`src/rtl/inst_encoder.sv`:
```
// -----------------------------------------------------------------------------
// inst_encoder
//   Packs an instruction field tuple into a 32-bit word in one of the R, I, D,
//   B or CB layouts. Each word goes into a small output FIFO. The word at the
//   head of the FIFO is shown together with its byte address.
//
// Ports
//   clk, rstN          clock and asynchronous active-low reset
//   inValid / inReady  field tuple handshake
//   fmt                0=R 1=I 2=D 3=B 4=CB, 5-7 illegal
//                      fmt=7 with opcode=11'h7FF is the flush command
//   opcode, rd, rn, rm, shamt, imm
//                      right-justified instruction fields
//   outValid/outReady  encoded word handshake
//   instOut, instAddr  FIFO head word and its byte address
//   encErr             one-cycle pulse for a rejected tuple
//   wordCount          FIFO occupancy
//
// Optional feature
//   ENC_RANGE_CHECK_EN rejects oversize imm or opcode fields with encErr.
//                      When it is undefined, oversize fields are truncated.
// -----------------------------------------------------------------------------
module inst_encoder #(
  parameter int          DEPTH    = 4,
  parameter logic [31:0] PC_START = 32'h0
) (
  input  logic        clk,
  input  logic        rstN,
  input  logic        inValid,
  output logic        inReady,
  input  logic [2:0]  fmt,
  input  logic [10:0] opcode,
  input  logic [4:0]  rd,
  input  logic [4:0]  rn,
  input  logic [4:0]  rm,
  input  logic [5:0]  shamt,
  input  logic [25:0] imm,
  output logic        outValid,
  input  logic        outReady,
  output logic [31:0] instOut,
  output logic [31:0] instAddr,
  output logic        encErr,
  output logic [4:0]  wordCount
);

  localparam int         AW       = (DEPTH > 1) ? $clog2(DEPTH) : 1;
  localparam logic [4:0] FULL_CNT = 5'(DEPTH);

  localparam logic [1:0] ST_IDLE  = 2'd0;
  localparam logic [1:0] ST_RUN   = 2'd1;
  localparam logic [1:0] ST_FLUSH = 2'd2;

  logic [1:0]    state;
  logic [31:0]   mem [DEPTH];
  logic [AW-1:0] wr_ptr;
  logic [AW-1:0] rd_ptr;
  logic [4:0]    count;
  logic [4:0]    count_nxt;
  logic [31:0]   addr;
  logic          err_pulse;

  logic          accept;
  logic          is_flush;
  logic          illegal;
  logic          range_err;
  logic          push;
  logic          pop;
  logic [31:0]   enc_word;

  function automatic logic [31:0] pack_word(
    input logic [2:0]  f,
    input logic [10:0] op,
    input logic [4:0]  r_d,
    input logic [4:0]  r_n,
    input logic [4:0]  r_m,
    input logic [5:0]  sh,
    input logic [25:0] im
  );
    case (f)
      3'd0:    pack_word = {op, r_m, sh, r_n, r_d};
      3'd1:    pack_word = {op[9:0], im[11:0], r_n, r_d};
      3'd2:    pack_word = {op, im[8:0], 2'b00, r_n, r_d};
      3'd3:    pack_word = {op[5:0], im};
      3'd4:    pack_word = {op[7:0], im[18:0], r_d};
      default: pack_word = 32'h0;
    endcase
  endfunction

`ifdef ENC_RANGE_CHECK_EN
  // Any nonzero bit above the field width is an error. This includes
  // sign-extension bits.
  function automatic logic range_bad(
    input logic [2:0]  f,
    input logic [10:0] op,
    input logic [25:0] im
  );
    case (f)
      3'd1:    range_bad = (|im[25:12]) | op[10];
      3'd2:    range_bad = |im[25:9];
      3'd3:    range_bad = |op[10:6];
      3'd4:    range_bad = (|im[25:19]) | (|op[10:8]);
      default: range_bad = 1'b0;
    endcase
  endfunction

  assign range_err = range_bad(fmt, opcode, imm);
`else
  assign range_err = 1'b0;
`endif

  assign outValid = (count != 5'd0);
  assign pop      = outValid & outReady;

  // A full FIFO can still take a word on an edge where the head leaves.
  // This lets a push and a pop share an edge while the FIFO is full.
  assign inReady  = rstN & (state != ST_FLUSH) & ((count != FULL_CNT) | pop);

  assign accept   = inValid & inReady;
  assign is_flush = (fmt == 3'd7) & (opcode == 11'h7FF);
  assign illegal  = (fmt > 3'd4);
  assign push     = accept & ~illegal & ~range_err;
  assign enc_word = pack_word(fmt, opcode, rd, rn, rm, shamt, imm);

  assign count_nxt = count + {4'd0, push} - {4'd0, pop};

  // Control: state, pointers, occupancy, address, error pulse
  always_ff @(posedge clk or negedge rstN) begin
    if (!rstN) begin
      state     <= ST_IDLE;
      wr_ptr    <= '0;
      rd_ptr    <= '0;
      count     <= 5'd0;
      addr      <= PC_START;
      err_pulse <= 1'b0;
    end else begin
      err_pulse <= accept & ~is_flush & (illegal | range_err);
      if (accept && is_flush) begin
        // A flush wins over a pop on the same edge.
        state  <= ST_FLUSH;
        wr_ptr <= '0;
        rd_ptr <= '0;
        count  <= 5'd0;
        addr   <= PC_START;
      end else begin
        if (push) wr_ptr <= wr_ptr + 1'b1;
        if (pop) begin
          rd_ptr <= rd_ptr + 1'b1;
          addr   <= addr + 32'd4;
        end
        count <= count_nxt;
        state <= (count_nxt == 5'd0) ? ST_IDLE : ST_RUN;
      end
    end
  end

  // Data: FIFO storage written on the accepting edge
  always_ff @(posedge clk) begin
    if (push) mem[wr_ptr] <= enc_word;
  end

  assign instOut   = outValid ? mem[rd_ptr] : 32'h0;
  assign instAddr  = addr;
  assign encErr    = err_pulse;
  assign wordCount = count;

endmodule
```
`config.mk`:
```
export PLATFORM = sky130hd
export DESIGN_NAME = inst_encoder
export DESIGN_NICKNAME = d
export VERILOG_FILES = /design/src/rtl/inst_encoder.sv
export SDC_FILE = /design/constraint.sdc
export NUM_CORES = 1
export LEC_CHECK = 0
export BUFFER_PORTS_ARGS = -buffer_cell sky130_fd_sc_hd__buf_2
export CAP_MARGIN = 5
export CORE_UTILIZATION = 50
export DETAILED_ROUTE_END_ITERATION = 10
export PLACE_DENSITY_LB_ADDON = 0.05
export SYNTH_ARGS = -nofsm -noshare
export SYNTH_HDL_FRONTEND = slang
export SYNTH_SLANG_ARGS = --single-unit
```
`constraint.sdc`:
```
create_clock -name clk -period 3.75 [get_ports clk]
set_clock_uncertainty 0.1 [all_clocks]
set_input_delay 0.75 -clock clk [delete_from_list [all_inputs] [get_ports clk]]
set_output_delay 0.75 -clock clk [all_outputs]
set_load 0.1 [all_outputs]
```
==> metrics.txt <==
P&R area growth vs syn 20.29%; final setup TNS 0 ns; Avg Cell Area, Syn 13.28 µm²; Net Sw Power 3.961 mW; port bufs 134; CTS buffer count 17; ratio of cells with drive above 1 in the final layout 31.97%; maximum VDD drop 0.6423 mV; DRC 0; HP Class input pin to asynchronous set/reset pin; post-CTS setup repair buffer count 0; Post-Route WL 18280 µm; crit path time final 3.209 ns; Slew HR 54.91%; sequential share of power 30.5%; CTS Root Cell clkbuf_16; hold-fix buffers at CTS 0; R2R Setup Slk 0.68 ns; Seq/Total Area, Yosys 60.21%; final setup fails 0; startpoint class of the critical path register; count of cell types in the netlist 44; CP max FO 25; pwr dens 826.0 nW/µm²; vias in the first global route 5422; Int Pwr 4.116 mW; number of DRC markers in iteration 0 313; YS warnings 0; Via Count 5488; ys async rst share 24.71%; pin count of the biggest net entering global routing 56; pre-CTS setup slack 0.5084 ns; Routability Congestion 0.8807; die area 16770 µm²; fin crit share 85.57%; Synth Instances 612; Clock power frac 21.4%; initial antenna violation count 0; FF+latch area 4915 µm²; Worst Tran Pin Value 0.6764 ns; sw frac 49.04%; M1 WL 7615 µm; Required @ worst endpoint 2.90 ns; Mapped Area 8129 µm²; FMAX 311.6 MHz; Worst setup EP type primary output; die width 129.5 µm; TritonCTS clock tree yes; placed inst area 9171 µm²; leakage 3.817 nW; post_cts resized 0; Main synth FF type edfxtp_1; core area 15890 µm²; max cap viols 0; GRT Total Usage 23.11%; EDFF count, synth 128; post-layout util 61.55%; FF+latch count, synth 170; Arr. time, crit path 2.36 ns; later-pin clock latency in the skew report 0.43 ns; Sink Count 170; Slew Limit Fails 0; I/O pin total 137; WS Path Type register to primary output; post-route ant nets 0; Placed Instances 944; worst-case clock buffer depth 2; Die Ht 129.5 µm; number of cell rows 46; vias per cell 5.617; fin worst setup slack 0.5412 ns; Final nets 824; area occupied by multi-input gates 3098 µm²; status completed; routed length on met2 9328 µm; Comb power frac 48.1%; htree depth 4; routed wl met3 1077 µm; Max Used Layer met4; first-pass GRT wire length 28710 µm; RSZ-0062 raised after global routing false; Pre-Repair DR Iteration Count 5; fin cells 977; Overflow after GRT 0; final instance area 9778 µm²; Routed WL per cell 18.71 µm; clock slew at reported path FFs 0.08 ns; Starting Density 51.17%; Post-DP HPWL 12480 µm; Fillers 1274; Fin. Hold Viols 0
[final timing paths]
path                                 to  depth (start not counted)    startpoint
max                          instOut[6]                          4     rd_ptr[0]
min                        instAddr[14]                          2          rstN
max reg2reg                    state[0]                         14  wordCount[2]
min reg2reg                instAddr[31]                          2  instAddr[31]
max in group asynchronous  wordCount[3]                          2          rstN
min in group clk           instAddr[31]                          2  instAddr[31]
[metal layers]
layer | global-route usage (%) | up-vias
met5 | 0 | -
met1 | 30.13 | 2713
met3 | 4.542 | 24
met2 | 39.18 | 200
li1 | - | 2551
met4 | 7.250 | 0
[power groups by stage]
stage / clock network (mW) / logic, mW / registers (mW)
CTS: 1.76 / 3.91 / 2.47
detailed placement: 0 / 3.90 / 2.51
floorplan: 0 / 2.85 / 2.88
global route: 1.84 / 4.07 / 2.50
finish: 1.73 / 3.88 / 2.46
global placement: 0 / 3.87 / 2.50
[worst max-delay path, cell delays in order (launching register included)]
cell and delay, ns:
dfrtp_2 0.59, buf_12 0.29, mux4_2 0.54, nor2b_1 0.17
buf_2 0.32
[state kept, by name, summed over array words and instances (netlist names)]
| name | flops |
|---|---|
| wordCount | 5 |
| encErr | 1 |
| instAddr | 30 |
| wr_ptr | 2 |
| rd_ptr | 2 |
| mem | 128 |
| state | 2 |
[metrics by stage]
step | power, mW | hold slack, ns
finish | 8.076 | 0.3010
global route | 8.398 | 0.3384
CTS | 8.141 | 0.3187
detailed placement | 6.411 | 0.4471
global placement | 6.367 | 0.4355
floorplan | 5.729 | 0.3544
[synthesized netlist by cell type (5+ instances only)]
cell,n,share of area [%]
a21oi_1,42,2.6
a22o_1,5,0.54
a22oi_1,7,0.65
and2_1,8,0.62
and3_1,6,0.46
buf_1,5,0.23
buf_2,10,0.62
clkbuf_1,21,0.97
dfrtp_1,42,13
edfxtp_1,128,47
ha_1,11,1.7
inv_1,12,0.55
mux2i_1,20,2.5
mux4_2,32,8.9
nand2_1,19,0.88
nand3_1,20,1.2
nand4_1,14,1.1
nor2_1,52,2.4
nor2b_1,60,4.6
o21ai_0,13,0.80
o22ai_1,22,1.7
xnor2_1,7,0.75
xor2_1,24,2.6
[layout make-up]
type / count / share of cell area [%]
Antenna cell: 1 / 0.02559
Clock inverter: 15 / 1.830
Tap cell: 216 / 2.764
Clock buffer: 17 / 4.351
Inverter: 12 / 0.5118
Timing Repair Buffer: 153 / 8.573
Sequential cell: 170 / 50.26
Multi-Input combinational cell: 393 / 31.68
[placed cells by master, fill, tap and decap left out, types with 8 or more instances in the layout]
cell type	Yosys	layout
buf_2	10	134
edfxtp_1	128	128
nor2b_1	60	60
nor2_1	52	52
a21oi_1	42	42
dfrtp_1	42	36
mux4_2	32	32
xor2_1	24	24
o22ai_1	22	22
mux2i_1	20	20
nand3_1	20	20
nand2_1	19	19
clkbuf_16	0	17
buf_4	2	17
nand4_1	14	14
o21ai_0	13	13
and2_1	8	8
[cells by family after synthesis]
group,Yosys count,synth area share (%)
flip-flops,170,60.21
AO/OA/AOI/OAI,93,6.649
AND/OR/NAND/NOR,202,13.79
other,1,0.04613
adder cells (fa/ha/maj),12,1.939
buffers and inverters,50,2.555
XOR/XNOR,31,3.340
multiplexers,53,11.47
No activity file was read; power rests on OpenSTA's default activity.
